File: config.mk
export PLATFORM = sky130hd
export DESIGN_NAME = serial_adder
export DESIGN_NICKNAME = d
export VERILOG_FILES = /design/src/rtl/adder_pkg.sv /design/src/rtl/serial_adder_full_adder.sv /design/src/rtl/serial_adder.sv
export SDC_FILE = /design/constraint.sdc
export NUM_CORES = 1
export LEC_CHECK = 0
export BUFFER_PORTS_ARGS = -buffer_cell sky130_fd_sc_hd__buf_2
export CAP_MARGIN = 10
export CORE_MARGIN = 5
export CORE_UTILIZATION = 50
export CTS_CLUSTER_SIZE = 24
export DETAILED_ROUTE_END_ITERATION = 8
export GPL_TIMING_DRIVEN = 0
export HOLD_SLACK_MARGIN = 0.02
export PLACE_DENSITY_LB_ADDON = 0.1
export SYNTH_ARGS = -nofsm -noshare
export SYNTH_HDL_FRONTEND = slang
export SYNTH_SLANG_ARGS = --single-unit
File: constraint.sdc
create_clock -name clk -period 2 [get_ports clk]
set_input_delay 0.2 -clock clk [delete_from_list [all_inputs] [get_ports clk]]
set_output_delay 0.2 -clock clk [all_outputs]
set_load 0.005 [all_outputs]
File: src/rtl/adder_pkg.sv
// adder_pkg -- shared definitions for the serial adder.
// Holds the controller state encoding so the top level and any
// observers agree on what each state value means.
package adder_pkg;

  typedef enum logic [1:0] {
    IDLE = 2'b00,
    RUN  = 2'b01,
    DONE = 2'b10
  } state_e;

endpackage

File: src/rtl/serial_adder_full_adder.sv
// half_adder / full_adder -- one-bit adder cells used as the per-cycle
// slice adder of serial_adder.
//
// half_adder ports:
//   a_i, b_i : addend bits
//   s_o      : sum bit
//   c_o      : carry out
//
// full_adder ports:
//   a_i, b_i : addend bits
//   c_i      : carry in
//   s_o      : sum bit
//   c_o      : carry out
module half_adder (
  input  logic a_i,
  input  logic b_i,
  output logic s_o,
  output logic c_o
);

  assign s_o = a_i ^ b_i;
  assign c_o = a_i & b_i;

endmodule

module full_adder (
  input  logic a_i,
  input  logic b_i,
  input  logic c_i,
  output logic s_o,
  output logic c_o
);

  logic s_ab;
  logic c_ab;
  logic c_abc;

  half_adder u_ha_ab (
    .a_i (a_i),
    .b_i (b_i),
    .s_o (s_ab),
    .c_o (c_ab)
  );

  half_adder u_ha_sc (
    .a_i (s_ab),
    .b_i (c_i),
    .s_o (s_o),
    .c_o (c_abc)
  );

  // The two half-adder carries can never both be 1, so OR is enough.
  assign c_o = c_ab | c_abc;

endmodule

File: src/rtl/serial_adder.sv
// serial_adder -- digit-serial adder, DIGIT bits per clock, LSB slice first.
//
// Parameters:
//   WIDTH : operand / sum width in bits (2..64)
//   DIGIT : bits added per cycle, must divide WIDTH
//
// Ports:
//   clk      : clock, rising edge
//   rst_n    : asynchronous active-low reset
//   start    : request an addition (sampled in IDLE and DONE)
//   in1, in2 : addends
//   cin      : carry in
//   busy     : 1 while the addition is running
//   done     : 1-cycle pulse, result valid
//   sum      : result, held until the next result is produced
//   carry    : unsigned carry out of the MSB
//   overflow : signed overflow (carry into MSB xor carry out of MSB)
//
// state | meaning
// ------+-------------------------------------------------------------
// IDLE  | waiting for start
// RUN   | adding one DIGIT-bit slice per clock, N = WIDTH/DIGIT cycles
// DONE  | result valid (done=1); start here chains straight into RUN
module serial_adder
  import adder_pkg::*;
#(
  parameter int unsigned WIDTH = 8,
  parameter int unsigned DIGIT = 1
) (
  input  logic             clk,
  input  logic             rst_n,
  input  logic             start,
  input  logic [WIDTH-1:0] in1,
  input  logic [WIDTH-1:0] in2,
  input  logic             cin,
  output logic             busy,
  output logic             done,
  output logic [WIDTH-1:0] sum,
  output logic             carry,
  output logic             overflow
);

  localparam int unsigned N     = WIDTH / DIGIT;
  localparam int unsigned CNT_W = $clog2(N) + 1;

  state_e             state_q;
  logic [WIDTH-1:0]   a_q;
  logic [WIDTH-1:0]   b_q;
  logic               c_q;
  logic [CNT_W-1:0]   cnt_q;

  logic [WIDTH-1:0]   a_d;
  logic [WIDTH-1:0]   b_d;
  logic [DIGIT:0]     chain;
  logic [DIGIT-1:0]   slice_sum;

  // Slice adder: DIGIT chained full adders fed by the low slice of the
  // operand registers and the carry stored from the previous slice.
  assign chain[0] = c_q;

  for (genvar g = 0; g < DIGIT; g++) begin : g_fa
    full_adder u_fa (
      .a_i (a_q[g]),
      .b_i (b_q[g]),
      .c_i (chain[g]),
      .s_o (slice_sum[g]),
      .c_o (chain[g+1])
    );
  end

  // a_q doubles as the partial-sum register: each slice of sum enters at
  // the top while the consumed addend slice falls off the bottom, so after
  // N shifts a_q holds the complete result in order.
  if (DIGIT == WIDTH) begin : g_a_full
    assign a_d = slice_sum;
  end else begin : g_a_shift
    assign a_d = {slice_sum, a_q[WIDTH-1:DIGIT]};
  end

  assign b_d = b_q >> DIGIT;

  always_ff @(posedge clk or negedge rst_n) begin
    if (!rst_n) begin
      state_q  <= IDLE;
      a_q      <= '0;
      b_q      <= '0;
      c_q      <= 1'b0;
      cnt_q    <= '0;
      busy     <= 1'b0;
      done     <= 1'b0;
      sum      <= '0;
      carry    <= 1'b0;
      overflow <= 1'b0;
    end else begin
      unique case (state_q)
        IDLE, DONE: begin
          done <= 1'b0;
          if (start) begin
            // Accept edge: capture only, arithmetic starts next edge.
            a_q     <= in1;
            b_q     <= in2;
            c_q     <= cin;
            cnt_q   <= '0;
            busy    <= 1'b1;
            state_q <= RUN;
          end else begin
            busy    <= 1'b0;
            state_q <= IDLE;
          end
        end

        RUN: begin
          a_q <= a_d;
          b_q <= b_d;
          c_q <= chain[DIGIT];
          if (cnt_q == CNT_W'(N - 1)) begin
            cnt_q    <= '0;
            busy     <= 1'b0;
            done     <= 1'b1;
            sum      <= a_d;
            carry    <= chain[DIGIT];
            // The last slice holds the MSB: its carry in is chain[DIGIT-1].
            overflow <= chain[DIGIT-1] ^ chain[DIGIT];
            state_q  <= DONE;
          end else begin
            cnt_q <= cnt_q + CNT_W'(1);
          end
        end

        default: begin
          cnt_q   <= '0;
          busy    <= 1'b0;
          done    <= 1'b0;
          state_q <= IDLE;
        end
      endcase
    end
  end

endmodule

# ---- After elaboration in Yosys (flattened, before gate mapping)
# Index checks and enable logic that the tools add are counted.
dict set report word_totals {
  reg_bits 35
  elab_cells 44
  input_bits 20
}
dict set report classes {
  n_reduce_logical 5
  n_bitwise 6
  n_eq_ne 5
  add_sub_neg 1
  muxes 17
}
# operator count
set ops {}
lappend ops {{case mux 8 bit (2 select lines)} 2}
lappend ops {{two-way mux 8 bit} 2}
lappend ops {{two-way mux 4 bit} 2}
lappend ops {{case mux 4 bit (2 select lines)} 1}
lappend ops {{two-way mux 1 bit} 6}
lappend ops {{adder 4 x 1 -> 4 bit (second input constant)} 1}
lappend ops {{== test 4 x 3 -> 1 bit (second input constant)} 1}
lappend ops {{inequality test 2 bit (second input constant)} 2}
lappend ops {{case mux 1 bit (2 select lines)} 2}
lappend ops {{case mux 2 bit (2 select lines)} 1}
lappend ops {{AND reduction 2 bit} 2}
lappend ops {{bitwise XOR 1 bit} 3}
lappend ops {{AND 1 bit} 2}
lappend ops {{== test 2 x 1 -> 1 bit (second input constant)} 1}
lappend ops {{== test 2 bit (second input constant)} 1}
lappend ops {{logical NOT 2 bit} 1}
lappend ops {{two-way mux 2 bit} 1}
lappend ops {{nonzero test 2 bit} 1}
lappend ops {{OR reduction 2 bit} 1}
lappend ops {{OR 1 bit} 1}

# ---- Longest topological paths before layout
# Gate-level depths: netlist of run 1.
dict set report logic_depth {
  ltp_word 4
  ltp_mapped 5
  ltp_nobuf 4
}

# ---- Cells and area by module
# A second synthesis of run 1 with hierarchy kept.
dict set report unflattened {
  cells_unflattened 125
  hier_area_um2 1473.9
}
# module cells_per_inst area_per_inst_um2 seq_area_each_um2 instances
set by_module_without_submodules {}
lappend by_module_without_submodules {serial_adder 122 1442.6 825.8 1}
lappend by_module_without_submodules {half_adder 1 12.5 0.0 2}
lappend by_module_without_submodules {full_adder 1 6.3 0.0 1}

# ---- Worst setup path before layout of run 1
# No wires, ideal clock.
dict set report synth_path {
  path_kind {reg-to-reg}
  startpoint {register c_q}
  endpoint {register overflow}
  stages_incl_launch_ff 4
  slack_ns 0.598
  t_arrival_ns 1.277
  path_buffers 0
  synth_period_minus_slack_ns 1.402
  path_cell_list {dfrtp_1 -> fa_1 -> xor2_1 -> mux2_4}
}
dict set report synth_between {
  elab_chain_cells 3
}
# element line
set synth_lines {}
lappend synth_lines {{start, declared} serial_adder.sv:49} ;# logic c_q;
lappend synth_lines {{start signal, assigned} serial_adder.sv:102} ;# c_q <= cin;
lappend synth_lines {{start signal, assigned} serial_adder.sv:115} ;# c_q <= chain[DIGIT];
lappend synth_lines {{AND 1 bit} serial_adder_full_adder.sv:22} ;# assign c_o = a_i & b_i;
lappend synth_lines {{OR 1 bit} serial_adder_full_adder.sv:53} ;# assign c_o = c_ab | c_abc;
lappend synth_lines {{named net g_fa[0].u_fa.c_o} serial_adder_full_adder.sv:31} ;# output logic c_o
lappend synth_lines {{bitwise XOR 1 bit} serial_adder.sv:123} ;# overflow <= chain[DIGIT-1] ^ chain[DIGIT];
lappend synth_lines {{end signal, assigned} serial_adder.sv:123}
lappend synth_lines {{end, declared} serial_adder.sv:40} ;# output logic overflow
# The timed path passes the listed nets, and every way through them passes these cells.
# A chain may end at the register's enable or synchronous reset.

# ---- Worst setup path in the final report of run 1
# Ends and elaborated chain as after synthesis.

==> summary.md, run 1 <==
| Metric | Value |
|---|---|
| Relative slew margins | around 50% |
| Die height | 65.5 microns |
| Comb pwr share | between 40% and 50% |
| Final Wtd Congestion | 0.789 |
| Setup Skew | 0.0140 ns |
| Clock share of power | 14.0% |
| Pwr/cell area | 1410 mW/mm^2 |
| Mapped cell area | 0.00154 sq mm |
| Hpwl dp | approximately 2100 microns |
| CTS tree | done |
| Placed cell count | 187 |
| Setup violations, final | 0 |
| Setup Total Neg Slack | 0 ns |
| Crit path kind | flip-flop to flip-flop |
| CTS root buffer | clkbuf_4 |
| Leak pwr | just under 0.0009 uW |
| Cells after synthesis | 123 |
| Worst Max-Slew Pin Slew | 0.733 ns |
| Final period util | 74.4% |
| Routed wire per std cell | between 10 and 15 microns |
| Final Slew Violations | 0 |
| DRC violations left | 0 |
| Synthesized Nets | about 150 |
| Post-layout min period | 1.49 ns |
| Status | finished clean |
| Overflow after GRT | 0 |
| Drt first-iter violations | 22 |
| Cell row count | 20 |
| Pre-CTS worst setup slack | slightly above 0.5 ns |
| Avg Vias per Cell | 5.30 |
| Vias post-DR | 1039 |
| First-pass GRT wire length | 5200 microns |
| Clk slew on worst S/H paths | 0.11 ns |
| Critical Path End Type | flip-flop |
| Vias in the first global route | approximately 1100 |
| CP arrival | between 1.5 and 2 ns |
| Leading cell types in the layout, fill and taps excluded | dfrtp_1 (33), buf_2 (32), nand2_1 (21) |
| Setup bufs post-CTS | 0 |
| Synthesized area per cell | roughly 13 sq um |
| Register share of total power | about 45% |
| Die X | 65.5 microns |
| IO buf count | 31 |
| Final #Nets | 184 |
| GR Util All Layers | 16.2% |
| Layout Utilization | 59.8% |
| YS warnings | 0 |
| Clock latency on the worst-skew pair | 0.34 ns |
| Antenna Cells | 0 |
| ANT nets after route | 0 |
| IO Pins | 32 |
| Switching share of power | 35.6% |
| WHS | about 0.073 ns |
| Initial antenna violation count | 0 |
| Critical path startpoint category | flip-flop |
| Int Pwr | ~1600 uW |
| Sequential area share after synthesis | 53.7% |
| RSZ-0062 raised after global routing | false |
| Die area | 0.00428 sq mm |
| Core area | 0.00300 sq mm |
| Critical Path Fanout Max | 3 |
| Non-Filler Instances | 196 |
| Total routed wirelength | between 2000 and 3000 microns |
| Net switching power | ~900 uW |
| Clock Tree Buf Depth | 2 |
| Starting Density | 51.2% |
| Unique masters post-synth | 27 |
| CP Data Required Time | ~2.2 ns |
| Synth-to-Final Area Change | 16.8% |
| Pin count of the biggest net entering global routing | 34 |
| Hold Vio Cnt, Final | 0 |
| Most common cell after layout, fill and taps aside | dfrtp_1 |
| Cts bufs inserted | 5 |
| Drt first pass iters | 4 |
| Fmax | 672 MHz |
| Share of cells above drive strength 1 | 35.6% |
| Clk sinks | 33 |
| Post-CTS Resized | 0 |
| Max rail drop VDD | 0.000592 V |
| Filler instances | 259 |
| Worst setup margin | slightly above 0.5 ns |
| Yosys reg bits | 33 |
| HP Class | input pin to flip-flop |
| Max_cap viols | 0 |
| CTS H-tree depth | 2 |
[worst max-delay path: stages, from the launching register on]
cell and delay, ns:
dfrtp_1 0.44, fa_1 0.50, xor2_1 0.19, mux2_4 0.26
[per-stage QoR]
step                      cell area (sq um)  total power (uW)
after floorplan                        1540              1900
after global placement                 1730              2170
after detailed placement               1730              2220
after CTS                              1800              2580
after global routing                   1800              2780
final                                  1800              2540
[Yosys cell counts (all sizes together)]
library cell / instances / share of area, %
a31oi: 1 / 0.41
dfrtp: 33 / 54
nor2b: 2 / 0.98
fa: 1 / 1.3
o22ai: 1 / 0.41
a22o: 1 / 0.57
o21ai: 19 / 6.2
nand3: 1 / 0.33
buf: 7 / 5.4
ha: 1 / 0.81
xnor2: 1 / 0.57
mux2: 10 / 9.5
nand2b: 2 / 0.81
xor2: 1 / 0.57
mux2i: 16 / 10
nand2: 21 / 5.1
inv: 1 / 0.24
or3: 1 / 0.41
nor2: 2 / 0.98
nand3b: 1 / 1.3
[flip-flops by register name, indices dropped and copies added (netlist names)]
name,count
carry,1
c_q,1
b_q,8
cnt_q,4
overflow,1
a_q,8
state_q,1
sum,8
busy,1
[logic make-up (layout without fill, tap and decap cells)]
| group | count (synthesis) | count (layout) | synth area share (%) |
|---|---|---|---|
| compound gates | 22 | 22 | 7.57 |
| flops | 33 | 33 | 53.7 |
| simple gates | 30 | 30 | 9.93 |
| buf+inv | 8 | 48 | 5.61 |
| xor+xnor | 2 | 2 | 1.14 |
| mux | 26 | 26 | 19.9 |
| fa+ha+maj | 2 | 2 | 2.12 |
[repair_timing]
action,CTS,global route
hold buffers,1,0
endpoints found under the setup margin,0,0
hold endpoints to repair,33,0
[final timing paths]
check | start | end | slack (ns) | cells past startpoint
min in group asynchronous | rst_n | busy | 0.44 | 2
min | in2[7] | b_q[7] | 0.07 | 3
min reg2reg | b_q[2] | b_q[1] | 0.48 | 2
max | c_q | overflow | 0.51 | 3
max in group asynchronous | rst_n | b_q[5] | 1.08 | 2
max reg2reg | c_q | overflow | 0.51 | 3
[power groups by stage]
stage	clock, uW	sequential [uW]	combinational, uW
final	356	1150	1040
after global routing	412	1190	1180
after CTS	373	1150	1060
after detailed placement	0	1160	1060
after global placement	0	1150	1020
after floorplan	0	1130	766
[layout make-up]
cell class | instances | area (sq um) | share of cell area [%]
repair buffers | 32 | 165 | 9.20
plain buffers | 7 | 82.6 | 4.60
multi-input cells | 82 | 626 | 34.8
clock inverters | 2 | 10.0 | 0.557
well taps | 33 | 41.3 | 2.30
inverters | 1 | 3.75 | 0.209
clock buffers | 6 | 41.3 | 2.30
flip-flops and latches | 33 | 826 | 46.0
[per-layer routing]
metal	share of wire [%]	vias up	track usage, %
met2	48	27	24.8
met4	1.7	0	5.70
met3	5.7	7	6.50
met1	45	505	20.8
met5	0	-	0
li1	-	500	-
Note: power is estimated with default switching activity, not from simulation.
==> inputs of run 2 (changes only) <==
--- a/config.mk
+++ b/config.mk
@@ -5,6 +5,7 @@
 export SDC_FILE = /design/constraint.sdc
 export NUM_CORES = 1
 export LEC_CHECK = 0
+export ABC_AREA = 1
 export BUFFER_PORTS_ARGS = -buffer_cell sky130_fd_sc_hd__buf_2
 export CAP_MARGIN = 10
 export CORE_MARGIN = 5
==> constraint.sdc (replaced) <==
create_clock -name clk -period 1.45 [get_ports clk]
set_input_delay 0.145 -clock clk [delete_from_list [all_inputs] [get_ports clk]]
set_output_delay 0.145 -clock clk [all_outputs]
set_load 0.005 [all_outputs]
==> run 2 against run 1 <==
  * Non-clock buffer count unchanged
  * Synthesized cell count increased by 45%
  * Sequential share of layout area fell by 0.48 points
  * Cell count is 28% higher
  * Wire length is 6.6% higher
  * Clock power increased by 45%
  * Maximum frequency rose by 13%
  * Register-to-register slack worse by 0.38 ns
  * First-iteration DRC count is 130% higher
  * Via count up 21%
  * Synthesized area is 0.24% higher
  * Critical path type unchanged
  * Critical endpoint is now a_q[7]
  * Highest routed layer unchanged
==> summary.md, run 2 <==
| Metric | Value |
|---|---|
| Worst setup margin | 0.128 ns (-0.384 ns) |
| Antenna Cells | 0 (unchanged) |
| Die height | 65.5 microns (+0.11%) |
| Hold Vio Cnt, Final | 0 (unchanged) |
| WP buf/inv | 1 (+1) |
| CP arrival | 1.59 ns (-0.13 ns) |
| Hold Startpoint | in1[6] |
| IO buf count | 31 (unchanged) |
| Synth-to-Final Area Change | 17.7% |
| Clk slew on worst S/H paths | 0.10 ns (about the same) |
| Cell row count | 20 (unchanged) |
| Synthesized Nets | 200 (+38%) |
| Largest family of logic cells by synthesized area | simple AND/OR/NAND/NOR gates |
| IO Pins | 32 (unchanged) |
| Pin count of the biggest net entering global routing | 34 (unchanged) |
| Compound-Gate Fraction of Synth Area | 11.6% (+4.0 points) |
| Top flop regs | a_q: 8 flops, b_q: 8 flops, sum: 8 flops |
| Hold Path Depth | 3 (unchanged) |
| Synth Area in Adders | 2.11% (-0.0052 points) |
| End of the worst register-to-register path | a_q[7] |
| Leak pwr | 0.000966 uW (+10%) |
| Clock Tree Buf Depth | 2 (unchanged) |
| Synth Area in Simple Gates | 22.6% (+13 points) |
| Post-layout min period | 1.32 ns (-0.166 ns) |
| Cells after synthesis | 178 (+45%) |
| Critical path startpoint category | flip-flop |
| Drt first pass iters | 4 (unchanged) |
| Share of cells above drive strength 1 | 23.4% (-12 points) |
| Critical Path Fanout Max | 3 (unchanged) |
| Synth Flop Type | dfrtp_1 |
| Hpwl dp | 2190 microns (+6.7%) |
| Core area | 0.00300 sq mm (unchanged) |
| Overflow after GRT | 0 (unchanged) |
| RSZ-0062 raised after global routing | false |
| Crit path kind | flip-flop to flip-flop |
| Family with the most delay on the worst path | adder cells |
| Final Slew Violations | 0 (unchanged) |
| Drt first-iter violations | 50 (+130%) |
| Synth area leader | dfrtp_1 |
| Ys async rst share | 100% (unchanged) |
| Cts bufs inserted | 5 (unchanged) |
| First-pass GRT wire length | 5390 microns (+3.6%) |
| Worst R2R Start | c_q |
| Max_cap viols | 0 (unchanged) |
| Worst R2R Path Depth | 5 (+2) |
| CP max stage delay | 0.54 ns (+0.04 ns) |
| Crit path top cell by count | nand2_1 |
| Synth top cells by count | nand2_1 (51), dfrtp_1 (33), inv_1 (21), nor2_1 (15), o21ai_1 (12) |
| Relative slew margins | 51.6% (+0.40 points) |
| Pwr/cell area | 2130 mW/mm^2 (+51%) |
| HP Class | input pin to flip-flop |
| Final Wtd Congestion | 0.791 (+0.27%) |
| Unique masters post-synth | 25 (-7.4%) |
| CTS H-tree depth | 2 (unchanged) |
| Final #Nets | 240 (+30%) |
| Mapped cell area | 0.00154 sq mm (+0.24%) |
| Status | finished clean |
| Sequential area share after synthesis | 53.6% (-0.13 points) |
| Max rail drop VDD | 0.000941 V (+59%) |
| Initial antenna violation count | 0 (unchanged) |
| Routed wire per std cell | 12.3 microns (-17%) |
| Leading cell types in the layout, fill and taps excluded | nand2_1 (51), buf_2 (33), dfrtp_1 (33) |
| Post-synthesis mux area share | 0% (-20 points) |
| Total routed wirelength | 3090 microns (+6.6%) |
| GR Util All Layers | 16.6% (+0.41 points) |
| Clock latency on the worst-skew pair | 0.33 ns (about the same) |
| ANT nets after route | 0 (unchanged) |
| Worst Max-Slew Pin Slew | 0.727 ns (-0.00602 ns) |
| CP Data Required Time | 1.72 ns (-0.51 ns) |
| Setup violations, final | 0 (unchanged) |
| Ranking of synthesized cells by area | dfrtp_1 (54%), nand2_1 (12%), inv_1 (5.1%) |
| R2R setup slack | 0.13 ns (-0.38 ns) |
| Slowest stage cell, crit path | fa_1 |
| Top-count cell post-synth | nand2_1 |
| Hold EP | a_q[6] |
| Synth Area in XOR/XNOR | 0.568% (-0.57 points) |
| YS warnings | 0 (unchanged) |
| CTS root buffer | clkbuf_4 |
| Clk sinks | 33 (unchanged) |
| Synthesized area per cell | 8.66 sq um (-31%) |
| Pre-CTS worst setup slack | 0.0794 ns (-0.437 ns) |
| CP Cell Sequence | fa_1 > inv_1 > o21ai_1 > nand2_1 > nand2_1 |
| Setup Skew | 0.00871 ns (-0.00526 ns) |
| Setup Total Neg Slack | 0 ns (unchanged) |
| Post-synth top area share | 53.6% (-0.13 points) |
| Number of synthesized flops with an enable pin | 0 (unchanged) |
| Die area | 0.00429 sq mm (+0.21%) |
| Die X | 65.5 microns (+0.11%) |
| WHS | 0.0467 ns (-0.0266 ns) |
| Starting Density | 51.3% (+0.12 points) |
| Most common cell after layout, fill and taps aside | nand2_1 |
| Vias post-DR | 1257 (+21%) |
| Fmax | 756 MHz (+13%) |
| Yosys reg bits | 33 (unchanged) |
| Vias in the first global route | 1217 (+14%) |
| Critical Path End Type | flip-flop |
| DRC violations left | 0 (unchanged) |
| Avg Vias per Cell | 5.01 (-5.5%) |
| Final period util | 91.2% (+17 points) |
| CTS tree | done |
[run 2: cell count changes in the layout (fill, tap and decap cells not counted), moves of 7 or more]
cell | before | now
nor3_1 | 0 | 8
nand2_1 | 21 | 51
nor2_1 | 1 | 15
o211ai_1 | 0 | 7
mux2_4 | 9 | 0
mux2i_1 | 16 | 0
inv_1 | 1 | 21
[run 2: cells by family (layout without fill, tap and decap cells)]
logic type | Yosys count | count (layout)
AOI/OAI and AO/OA | 31 | 31
xor gates and xnor gates | 1 | 1
adders and majority gates | 2 | 2
buffers and inverters | 29 | 69
DFF | 33 | 33
and+or+nand+nor | 82 | 82
[run 2: layout make-up]
type / instances / area (sq um)
Fill cell: 291 / 1190
Sequential cell: 33 / 826
Multi-Input combinational cell: 116 / 569
Clock buffer: 7 / 55.1
Timing Repair Buffer: 33 / 173
Tap cell: 33 / 41.3
Inverter: 23 / 90.1
Buffer: 6 / 60.1
[run 2: how the worst max path moves through the flow]
stage / cells after the start / startpoint / to
2_1_floorplan: 5 / c_q / a_q[7]
3_3_place_gp: 5 / c_q / a_q[7]
3_5_place_dp: 5 / c_q / a_q[7]
4_1_cts: 5 / c_q / a_q[7]
5_1_grt: 5 / c_q / a_q[7]
6_report: 5 / c_q / a_q[7]
[run 2: where the power goes]
part           switching (uW)  internal, uW  total, uW
Sequential                251          1350       1600
Combinational            1000           748       1750
Clock                     286           229        515
[run 2: per-stage QoR]
stage | area (sq um) | util (%) | instances | power, uW
2_1_floorplan | 1540 | - | 178 | 2850
3_3_place_gp | 1740 | 57.9 | 242 | 3290
3_5_place_dp | 1740 | 57.9 | 242 | 3360
4_1_cts | 1800 | 60.0 | 250 | 3890
5_1_grt | 1810 | 60.4 | 251 | 4260
6_report | 1810 | 60.4 | 251 | 3860
[run 2: tightest hold or removal path: stages]
cell    delay (ns)
buf_2         0.08
nor3_1        0.04
nor2_1        0.08
[run 2: metal layers]
layer / part of all wire, % / vias to the layer above / GRT usage, % / wire, microns
met5: 0 / - / 0 / 0
met4: 1.8 / 0 / 5.44 / 55
li1: - / 642 / - / -
met1: 44 / 584 / 18.9 / 1360
met3: 5.0 / 6 / 5.47 / 155
met2: 49 / 25 / 29.2 / 1520
[run 2: what timing repair did]
item                       CTS  global route
resized for setup            0             2
setup endpoints to repair    0             9
setup buffers                0             1
hold buffers                 1             0
hold endpoints to repair    33             0
==> inputs of run 3 (changes only) <==
--- a/config.mk
+++ b/config.mk
@@ -8,6 +8,7 @@
 export ABC_AREA = 1
 export BUFFER_PORTS_ARGS = -buffer_cell sky130_fd_sc_hd__buf_2
 export CAP_MARGIN = 10
+export CORE_ASPECT_RATIO = 1.4
 export CORE_MARGIN = 5
 export CORE_UTILIZATION = 50
 export CTS_CLUSTER_SIZE = 24
==> run 3 against run 2 <==
  * Worst hold slack better by 0.055 ns
  * Clock power up 33%
  * Clock skew shrank 0.0032 ns
  * Register-to-register slack about the same
  * Count of clock-buffer cells in the layout stayed put
  * First-iteration DRC count shrank 6.0%
  * Global-route usage grew 0.88 points
  * Die area rose by 0.36%
  * Largest power group unchanged
==> summary.md, run 3 (synthesis results as in run 2) <==
| Metric | Value |
|---|---|
| Status | finished clean |
| Filler instances | 261 (-10%) |
| Die area | 0.00431 sq mm (+0.36%) |
| Pwr Total | 4060 uW (+5.1%) |
| Final #Nets | 241 (+0.42%) |
| Drt first pass iters | 4 (unchanged) |
| Setup Total Neg Slack | 0 ns (unchanged) |
| DRC violations left | 0 (unchanged) |
| Most common cell after layout, fill and taps aside | nand2_1 |
| Routed wire per std cell | 12.6 microns (+2.8%) |
| Setup Skew | 0.00547 ns (-0.00324 ns) |
| CP arrival | 1.56 ns (-0.03 ns) |
| Core area | 0.00291 sq mm (-3.2%) |
| Clk sinks | 33 (unchanged) |
| Max_cap viols | 0 (unchanged) |
| Final period util | 91.7% (+0.54 points) |
| Share of cells above drive strength 1 | 23.7% (+0.35 points) |
| Top flop regs | a_q: 8 flops, b_q: 8 flops, sum: 8 flops |
| CTS tree | done |
| CP max stage delay | 0.54 ns (about the same) |
| Relative slew margins | 51.8% (+0.22 points) |
| CP Data Required Time | 1.68 ns (-0.04 ns) |
| Critical Path Fanout Max | 3 (unchanged) |
| Placed Area | 0.00174 sq mm (+0.29%) |
| Die height | 75.7 microns (+16%) |
| CP Cell Sequence | fa_1 > inv_1 > o21ai_0 > nand2_1 > nand2_1 |
| Starting Density | 53.0% (+1.7 points) |
| Final Slew Violations | 0 (unchanged) |
| Clock latency on the worst-skew pair | 0.28 ns (-0.05 ns) |
| Hold Vio Cnt, Final | 0 (unchanged) |
| RSZ-0062 raised after global routing | false |
| Hpwl dp | 2220 microns (+1.3%) |
| Placed cell count | 246 (+1.7%) |
| Final Wtd Congestion | 0.747 (-5.5%) |
| GR Util All Layers | 17.5% (+0.88 points) |
| Crit path top cell by count | nand2_1 |
| Crit path kind | flip-flop to flip-flop |
| Avg Vias per Cell | 4.88 (-2.7%) |
| Fmax | 752 MHz (-0.59%) |
| Vias post-DR | 1248 (-0.72%) |
| Drt first-iter violations | 47 (-6.0%) |
| Synth-to-Final Area Change | 20.7% |
| IO Pins | 32 (unchanged) |
| Clk slew on worst S/H paths | 0.06 ns (-0.04 ns) |
| Clock Tree Buf Depth | 2 (unchanged) |
| Total routed wirelength | 3240 microns (+4.8%) |
| First-pass GRT wire length | 5600 microns (+4.0%) |
| Leak pwr | 0.000986 uW (+2.0%) |
| Overflow after GRT | 0 (unchanged) |
| Pin count of the biggest net entering global routing | 34 (unchanged) |
| Pwr/cell area | 2180 mW/mm^2 (+2.5%) |
| Max rail drop VDD | 0.00147 V (+56%) |
| Slowest stage cell, crit path | fa_1 |
| Critical Path End Type | flip-flop |
| Worst Max-Slew Pin Slew | 0.723 ns (-0.00333 ns) |
| Vias in the first global route | 1245 (+2.3%) |
| WHS | 0.102 ns (+0.0555 ns) |
| Non-Filler Cell Area, Final | 0.00186 sq mm (+2.6%) |
| Post-layout min period | 1.33 ns (+0.00787 ns) |
| Leading cell types in the layout, fill and taps excluded | nand2_1 (51), dfrtp_1 (33), buf_2 (32) |
| ANT nets after route | 0 (unchanged) |
| IO buf count | 31 (unchanged) |
| CTS H-tree depth | 2 (unchanged) |
| Critical path startpoint category | flip-flop |
| CTS root buffer | clkbuf_8 |
| Die X | 56.9 microns (-13%) |
| Non-Filler Instances | 256 (+2.0%) |
| HP Class | input pin to flip-flop |
| Antenna Cells | 0 (unchanged) |
| Initial antenna violation count | 0 (unchanged) |
| Cts bufs inserted | 5 (unchanged) |
| Cell row count | 23 (+15%) |
| Setup violations, final | 0 (unchanged) |
-- run 3: critical path: cells and delay by family (launching register included) --
kind                     cells  cell delay, ns
AO/OA/AOI/OAI                1            0.15
buffers and inverters        1            0.05
adder cells (fa/ha/maj)      1            0.54
flip-flops                   1            0.41
AND/OR/NAND/NOR              2            0.13
-- run 3: final cells by class --
class,count,area [sq um],share of cell area (%)
sequential,33,826,44.4
multi-input combinational,116,569,30.6
timing repair buffer,34,180,9.68
inverter,23,90.1,4.84
clock buffer,7,86.3,4.64
buffer,6,62.6,3.36
tap,37,46.3,2.49
-- run 3: path summary, 6_finish.rpt --
path | startpoint | endpoint | slack [ns] | cells past startpoint
min in group asynchronous | rst_n | sum[7] | 0.45 | 2
worst min-delay path | in2[7] | b_q[7] | 0.10 | 3
worst max register to register | c_q | a_q[7] | 0.12 | 5
worst min register to register | b_q[6] | b_q[6] | 0.48 | 2
max in group asynchronous | rst_n | a_q[4] | 0.53 | 2
worst max-delay path | c_q | a_q[7] | 0.12 | 5
-- run 3: metrics by stage --
| step | utilization (%) | worst slack (ns) |
|---|---|---|
| after floorplan | - | 0.176 |
| after global placement | 60.0 | 0.122 |
| after detailed placement | 60.0 | 0.110 |
| after CTS | 63.3 | 0.109 |
| after global routing | 64.0 | 0.00130 |
| final | 64.0 | 0.120 |
-- run 3: power by group --
| group | leakage, uW | total, uW | internal [uW] | switching, uW |
|---|---|---|---|---|
| logic | 0.000541 | 1770 | 762 | 1010 |
| clock network | 0.0000443 | 684 | 376 | 308 |
| registers | 0.000400 | 1600 | 1350 | 251 |
| total | 0.000986 | 4060 | 2490 | 1570 |
-- run 3: timing repair --
| item | in CTS | in global routing |
|---|---|---|
| setup endpoints to repair | 0 | 13 |
| hold buffers | 1 | 0 |
| gates resized for setup | 0 | 3 |
| setup buffers | 0 | 2 |
| hold endpoints to repair | 33 | 0 |
-- run 3: metal layers --
metal / part of all wire, % / vias up / wire length [microns] / track usage, %
met2: 49 / 26 / 1590 / 29.9
met5: 0 / - / 0 / 0
met4: 2.3 / 0 / 74 / 8.51
met1: 43 / 578 / 1390 / 19.4
li1: - / 638 / - / -
met3: 5.8 / 6 / 187 / 6.44
